$ cat src/rtl/regfile_2r1w.sv
// Two-read/one-write register file with registered read ports, write-first
// forwarding, optional hard-wired zero entry and a post-reset clear sweep.
//
// state   | meaning
// S_CLEAR | sweeping clr_addr over every entry writing 0; requests ignored, busy=1
// S_READY | normal operation; reads and writes accepted
module regfile_2r1w #(
    parameter int DATA_W   = 8,
    parameter int ADDR_W   = 2,
    parameter int ZERO_REG = 0
) (
    input  logic              clk,
    input  logic              rst_n,
    input  logic              wr_en,
    input  logic [ADDR_W-1:0] wr_addr,
    input  logic [DATA_W-1:0] wr_data,
    input  logic              rd0_en,
    input  logic [ADDR_W-1:0] rd0_addr,
    output logic [DATA_W-1:0] rd0_data,
    output logic              rd0_valid,
    input  logic              rd1_en,
    input  logic [ADDR_W-1:0] rd1_addr,
    output logic [DATA_W-1:0] rd1_data,
    output logic              rd1_valid,
    output logic              busy
);

    localparam int                DEPTH     = 2 ** ADDR_W;
    localparam logic [ADDR_W-1:0] LAST_ADDR = ADDR_W'(DEPTH - 1);

    typedef enum logic {S_CLEAR, S_READY} state_t;

    state_t            state_q, state_d;
    logic [ADDR_W-1:0] clr_addr_q, clr_addr_d;
    logic [DATA_W-1:0] mem [DEPTH];
    logic              ready;
    logic              wr_accept;
    logic [DATA_W-1:0] rd0_next, rd1_next;

    always_ff @(posedge clk or negedge rst_n) begin
        if (!rst_n) begin
            state_q    <= S_CLEAR;
            clr_addr_q <= '0;
        end else begin
            state_q    <= state_d;
            clr_addr_q <= clr_addr_d;
        end
    end

    always_comb begin
        state_d    = state_q;
        clr_addr_d = clr_addr_q;
        unique case (state_q)
            S_CLEAR: begin
                clr_addr_d = clr_addr_q + ADDR_W'(1);
                if (clr_addr_q == LAST_ADDR) state_d = S_READY;
            end
            S_READY: state_d = S_READY;
            default: state_d = S_CLEAR;
        endcase
    end

    assign ready     = (state_q == S_READY);
    assign busy      = ~ready;
    assign wr_accept = ready && wr_en && !((ZERO_REG != 0) && (wr_addr == '0));

    // Storage has no reset; the sweep is what zeroes it.
    always_ff @(posedge clk) begin
        if (!ready) begin
            mem[clr_addr_q] <= '0;
        end else if (wr_accept) begin
            mem[wr_addr] <= wr_data;
        end
    end

    // Zero-register override wins over forwarding, forwarding over the array.
    assign rd0_next = ((ZERO_REG != 0) && (rd0_addr == '0)) ? '0 :
                      (wr_accept && (wr_addr == rd0_addr))  ? wr_data : mem[rd0_addr];
    assign rd1_next = ((ZERO_REG != 0) && (rd1_addr == '0)) ? '0 :
                      (wr_accept && (wr_addr == rd1_addr))  ? wr_data : mem[rd1_addr];

    always_ff @(posedge clk or negedge rst_n) begin
        if (!rst_n) begin
            rd0_data  <= '0;
            rd0_valid <= 1'b0;
            rd1_data  <= '0;
            rd1_valid <= 1'b0;
        end else begin
            rd0_valid <= ready && rd0_en;
            rd1_valid <= ready && rd1_en;
            if (ready && rd0_en) rd0_data <= rd0_next;
            if (ready && rd1_en) rd1_data <= rd1_next;
        end
    end

endmodule

$ cat config.mk
export PLATFORM = sky130hd
export DESIGN_NAME = regfile_2r1w
export DESIGN_NICKNAME = d
export VERILOG_FILES = /design/src/rtl/regfile_2r1w.sv
export SDC_FILE = /design/constraint.sdc
export NUM_CORES = 1
export LEC_CHECK = 0
export ABC_AREA = 1
export CORE_MARGIN = 3
export CORE_UTILIZATION = 25
export CTS_CLUSTER_SIZE = 14
export DETAILED_ROUTE_END_ITERATION = 6
export GPL_TIMING_DRIVEN = 0
export PLACE_DENSITY_LB_ADDON = 0.05
export SYNTH_ARGS = -nofsm -noshare
export SYNTH_HDL_FRONTEND = slang
export SYNTH_SLANG_ARGS = --single-unit
$ cat constraint.sdc
create_clock -name clk -period 1.73 [get_ports clk]
set_clock_uncertainty 0.2 [all_clocks]
set_input_delay 0.4325 -clock clk [delete_from_list [all_inputs] [get_ports clk]]
set_output_delay 0.4325 -clock clk [all_outputs]
set_load 0.01 [all_outputs]
Word level (Yosys, flattened, before mapping)

Memories as Yosys holds them, arrays and structs flattened. A register that Yosys moved wholly into a read port is not among the register bits.
Index checks and enable logic that the tools add are counted.

$add $sub $neg: 1
Equality and inequality tests: 1
Mux-type cells: 9
Bitwise logic cells: 1
Reduce and logical (&&, ||, !) cells: 6

Operator list:

| operator                                                      | count |
|---|---|
| 8-bit two-way mux                                             | 1 |
| 8-bit OR reduction                                            | 1 |
| 1-bit two-way mux                                             | 6 |
| 1-bit logical AND                                             | 3 |
| 2-bit by 1-bit adder with 2-bit output, second input constant | 1 |
| 2-bit equality test, second input constant                    | 1 |
| 1-bit logical NOT                                             | 2 |
| 2-bit two-way mux                                             | 1 |
| 1-bit one-hot mux with 2 select lines                         | 1 |
| 1-bit inverter                                                | 1 |

Register bits: 5
Bits in writable memories: 32
Output and inout port bits: 19
Memories kept: 1

Memories:

| memory | words | width | read ports | clocked after memory_dff | wr ports | line | RTL |
|---|---|---|---|---|---|---|---|
| mem    | 4     | 8     | 2          | 2                        | 1        | 35   | `logic [DATA_W-1:0] mem [DEPTH];` |

Logic depth before layout (Yosys ltp)

Word-level depth: 6
Mapped depth: 10

Worst setup path before layout

No wires, ideal clock.

Path type: reg-to-reg
Start: reg state_q (netlist: ready)
End: mem mem[2][0] (enable)
Data arrival time: 1.256 ns
Data required time: 1.160 ns
Setup slack: -0.096 ns
Stages on the path, launching flop included: 6
Buffers on the path: 2
Period minus slack after synthesis: 1.826 ns
Cells stage by stage: dfrtp_1 > buf_6 > nand2_1 > buf_4 > nand3_1 > nor2_1

Cells in the longest elaborated chain, start to end: 6
Elaborated cells between the ends (all ways): 8
Classes of those cells: mux (6); reduce/logical (2)

RTL lines:

| item                                                                           | line | RTL |
|---|---|---|
| from (decl)                                                                    | 33   | `state_t state_q, state_d;` |
| from (signal assigned)                                                         | 45   | `state_q <= state_d;` |
| 1-bit logical AND                                                              | 65   | `assign wr_accept = ready && wr_en && !((ZERO_REG != 0) && (wr_addr == '0));` |
| 1-bit two-way mux                                                              | 71   | `end else if (wr_accept) begin` |
| 1-bit two-way mux                                                              | 69   | `if (!ready) begin` |
| 1-bit two-way mux (implied by the code)                                        | 72   | `mem[wr_addr] <= wr_data;` |
| 8-bit OR reduction (no source line)                                            | --   |  |
| 2-bit two-way mux (no source line) / 1-bit two-way mux (equally long branches) | --   |  |
| to (decl)                                                                      | 35   |  |

Several ways; a longest one is shown, not always the timed one.

Final worst setup path

Start: reg state_q (netlist: ready)
End: mem mem[1][7] (enable)

Same word-level chain as after synthesis.

==> reports/qor.csv <==
stage,metric,value,unit
critical_path,cp-start-kind,flop,
global_routing,grt_max_degree,22,
cells_and_area,n_antenna_cell,0,
cells_and_area,drive_gt1_share,19.0,%
synth,yosysMostFrequentCell,nand2_1,
routing,viasPerCell,4.75,
routing,drtAntennaViolNets,0,
synth,syn_area,2770,µm²
clock_tree,path_clk_slew,90,ps
sta,setup_viol,0,
sta,layout_min_cycle_time,1720,ps
critical_path,max_stage_delay,360,ps
cells_and_area,final_core_util,34.5,%
placement,port-buffer-count,33,
cells_and_area,seq_area,1490,µm²
die,die_area,12400,µm²
synth,syn-num-nets,336,
synth,netlist_instances,316,
power,p_int,1.91,mW
global_routing,grt_pass1_vias,2441,
synth,synth-seq-cells,53,
power,combPwrFrac,20.7,%
global_routing,grt_pass1_wl,13600,µm
critical_path,crit_path_top_delay_cell,dfrtp_1,
synth,synth_area_leaders,"edfxtp_1 35%, dfrtp_1 19%, nand2_1 15%",
clock_tree,clock_sinks,53,
synth,synth_top_area_share,34.7,%
synth,synth_edf_count,32,
die,rows,37,
die,initial_core_util,26.3,%
global_routing,grtUsageMet2,23.2,%
routing,vias,2418,
placement,globalplace.congestion,0.762,
sta,hold_violations,0,
clock_tree,cts_tree,built,
worst_hold_path,whs_path_depth,2,
routing,drc_errors,0,
run,max-cap-violations,0,
worst_hold_path,min_path_type,flop to flop,
global_routing,grt_usage,14.1,%
power,vdd_drop_max,298,µV
global_routing,grt_use_met3,2.13,%
critical_path,critPathKind,flop to flop,
die,ios,38,
critical_path,path_max_fanout,10,
synth,yosys.cell_types.count,24,
critical_path,setup.worst_path.start,ready,
critical_path,reg2reg_to,mem[1][7],
global_routing,antenna_found_initial,0,
routing,drtIter0Drc,142,
global_routing,gr-max-usage-layer,met2,
synth,yosysWarnings,0,
clock_tree,clock_latency,300,ps
critical_path,ff2ff_setup_slack,7,ps
critical_path,required,1550,ps
power,p_sw_share,28.9,%
synth,ys_seq_area_share,53.6,%
critical_path,reg2reg_depth,7,
worst_hold_path,min_to,rd1_data[3],
routing,dr.pass1.iters,4,
cells_and_area,nFillCells,1120,
synth,async_flop_share,39.6,%
critical_path,critical_path.top_delay_family,buffers and inverters,
sta,drv_slew,0,
clock_tree,cts_buffers,5,
sta,period_share,99.6,%
power,power_frac_seq,53.7,%
sta,grt_setup_unrepaired,yes,
routing,wl_per_cell,17.2,µm
critical_path,cp.buffers_inverters,3,
cells_and_area,layout.nets,392,
sta,finalSetupTns,0,ps
clock_tree,clock_path_buffers,2,
die,die_w,111,µm
clock_tree,cts_root_buf,clkbuf_8,
sta,slew_headroom,37.0,%
clock_tree,htree_levels,2,
critical_path,crit_path_end_kind,flop,
die,die_h,111,µm
global_routing,gr-usage-met1,19.7,%
global_routing,grt_remaining_overflow,0,
sta,worst_pin_slew,942,ps
placement,dp.final_hpwl,6040,µm
sta,max_freq,580,MHz
cells_and_area,multiInputGateArea,1240,µm²
die,core,10600,µm²
power,power_switching,0.776,mW
worst_hold_path,hp-start,rd1_data[3],
power,p_per_area,738,nW/µm²
routing,drt_wl_total,8740,µm
cells_and_area,area_delta_synth_final,31.4,%
critical_path,arrival,1540,ps
critical_path,crit_chain,buf_8 > nand2_8 > nand2_4 > nand3_4 > buf_4 > nor2_4 > buf_12,
critical_path,reg2reg_from,ready,
run_status,status,finished clean,
synth,synth_top_cell_by_area,edfxtp_1,
synth,synth-main-ff-cell,edfxtp_1,
clock_tree,cts_hold_buf,0,
synth,ys_top_cells_by_count,"112 x nand2_1, 32 x a21oi_1, 32 x edfxtp_1",
synth,synth.avg_cell_area,8.77,µm²
power,pwr-share-clk,25.6,%
power,p_leak,1.63,nW
registers in the layout, summed over array words and instances, names as in the netlist:
register and flops:
mem 32, rd0_data 8, rd1_data 8, clr_addr_q 2, rd0_valid 1, rd1_valid 1
ready 1
metrics by stage:
step,hold slack [ps],cells,setup WS [ps],power (mW),area (µm²)
2_1_floorplan,-63.1,316,-95.9,1.74,2780
3_3_place_gp,267,485,-1210,1.99,3280
3_5_place_dp,269,485,-1220,1.99,3280
4_1_cts,288,502,-3.73,2.68,3510
5_1_grt,304,509,-63.1,2.84,3640
6_report,282,509,6.77,2.69,3640
per-layer routing:
layer	wire length, µm	vias to the layer above
li1	-	1177
met1	3940	1167
met2	4140	68
met3	571	6
met4	78	0
met5	0	-
power groups by stage:
stage	logic [mW]	registers, mW	clock network, mW
4_1_cts	0.529	1.44	0.710
3_3_place_gp	0.520	1.47	0
3_5_place_dp	0.520	1.47	0
5_1_grt	0.619	1.45	0.771
6_report	0.556	1.44	0.688
2_1_floorplan	0.247	1.49	0
worst register-to-register path, cell delays in order, from the launching register on:
cell and delay [ps]:
dfrtp_1 360, buf_8 160, nand2_8 100, nand2_4 110
nand3_4 90, buf_4 150, nor2_4 120, buf_12 150
what timing repair did:
action,CTS,global route
endpoints found under the hold margin,0,0
buffers inserted,9,5
gates resized for setup,41,22
setup endpoints to repair,71,41
pin swaps,6,4
gates cloned,0,2
cells in the final DEF, fill, tap and decap left out:
cell type and n:
nand3_1 17, o21ai_0 17, clkbuf_2 1, buf_2 5, clkdlybuf4s50_1 12, clkbuf_1 4
dfrtp_1 21, clkbuf_8 6, clkinvlp_4 2, edfxtp_1 32, inv_8 1, buf_6 3
buf_4 11, nand3_2 6, nand3_4 7, dlygate4sd1_1 1, ha_1 1, nand2_8 1
or2_2 1, xnor2_1 1, nand2_1 104, a21oi_1 32, buf_8 1, buf_12 3
clkinv_2 1, inv_2 1, inv_1 23, nor2_4 4, nand2_4 7, nand4_1 16
dlymetal6s2s_1 1, dlygate4sd2_1 18, clkinv_1 2, nand2_2 10
layout make-up:
class	count	area share (%)
tap	136	4.67
sequential	53	40.8
timing repair buffer	47	12.3
clock inverter	1	0.137
clock buffer	7	2.10
multi-input combinational	224	34.0
buffer	12	2.61
inverter	29	3.40
logic make-up after synthesis:
kind of cell / share of synthesized area (%)
adder cells (fa/ha/maj): 0.451
AO/OA/AOI/OAI: 8.85
flip-flops: 53.6
buffers and inverters: 7.09
AND/OR/NAND/NOR: 29.7
XOR/XNOR: 0.316
how the worst max path moves through the flow:
stage,end,slack (ps),depth (start not counted)
6_report,mem[1][7],7,7
5_1_grt,mem[0][7],-60,7
4_1_cts,rd0_data[4],-4,8
3_5_place_dp,mem[2][0],-1220,7
3_3_place_gp,mem[2][6],-1210,7
2_1_floorplan,mem[2][0],-100,5
(Power assumes the default switching activity.)
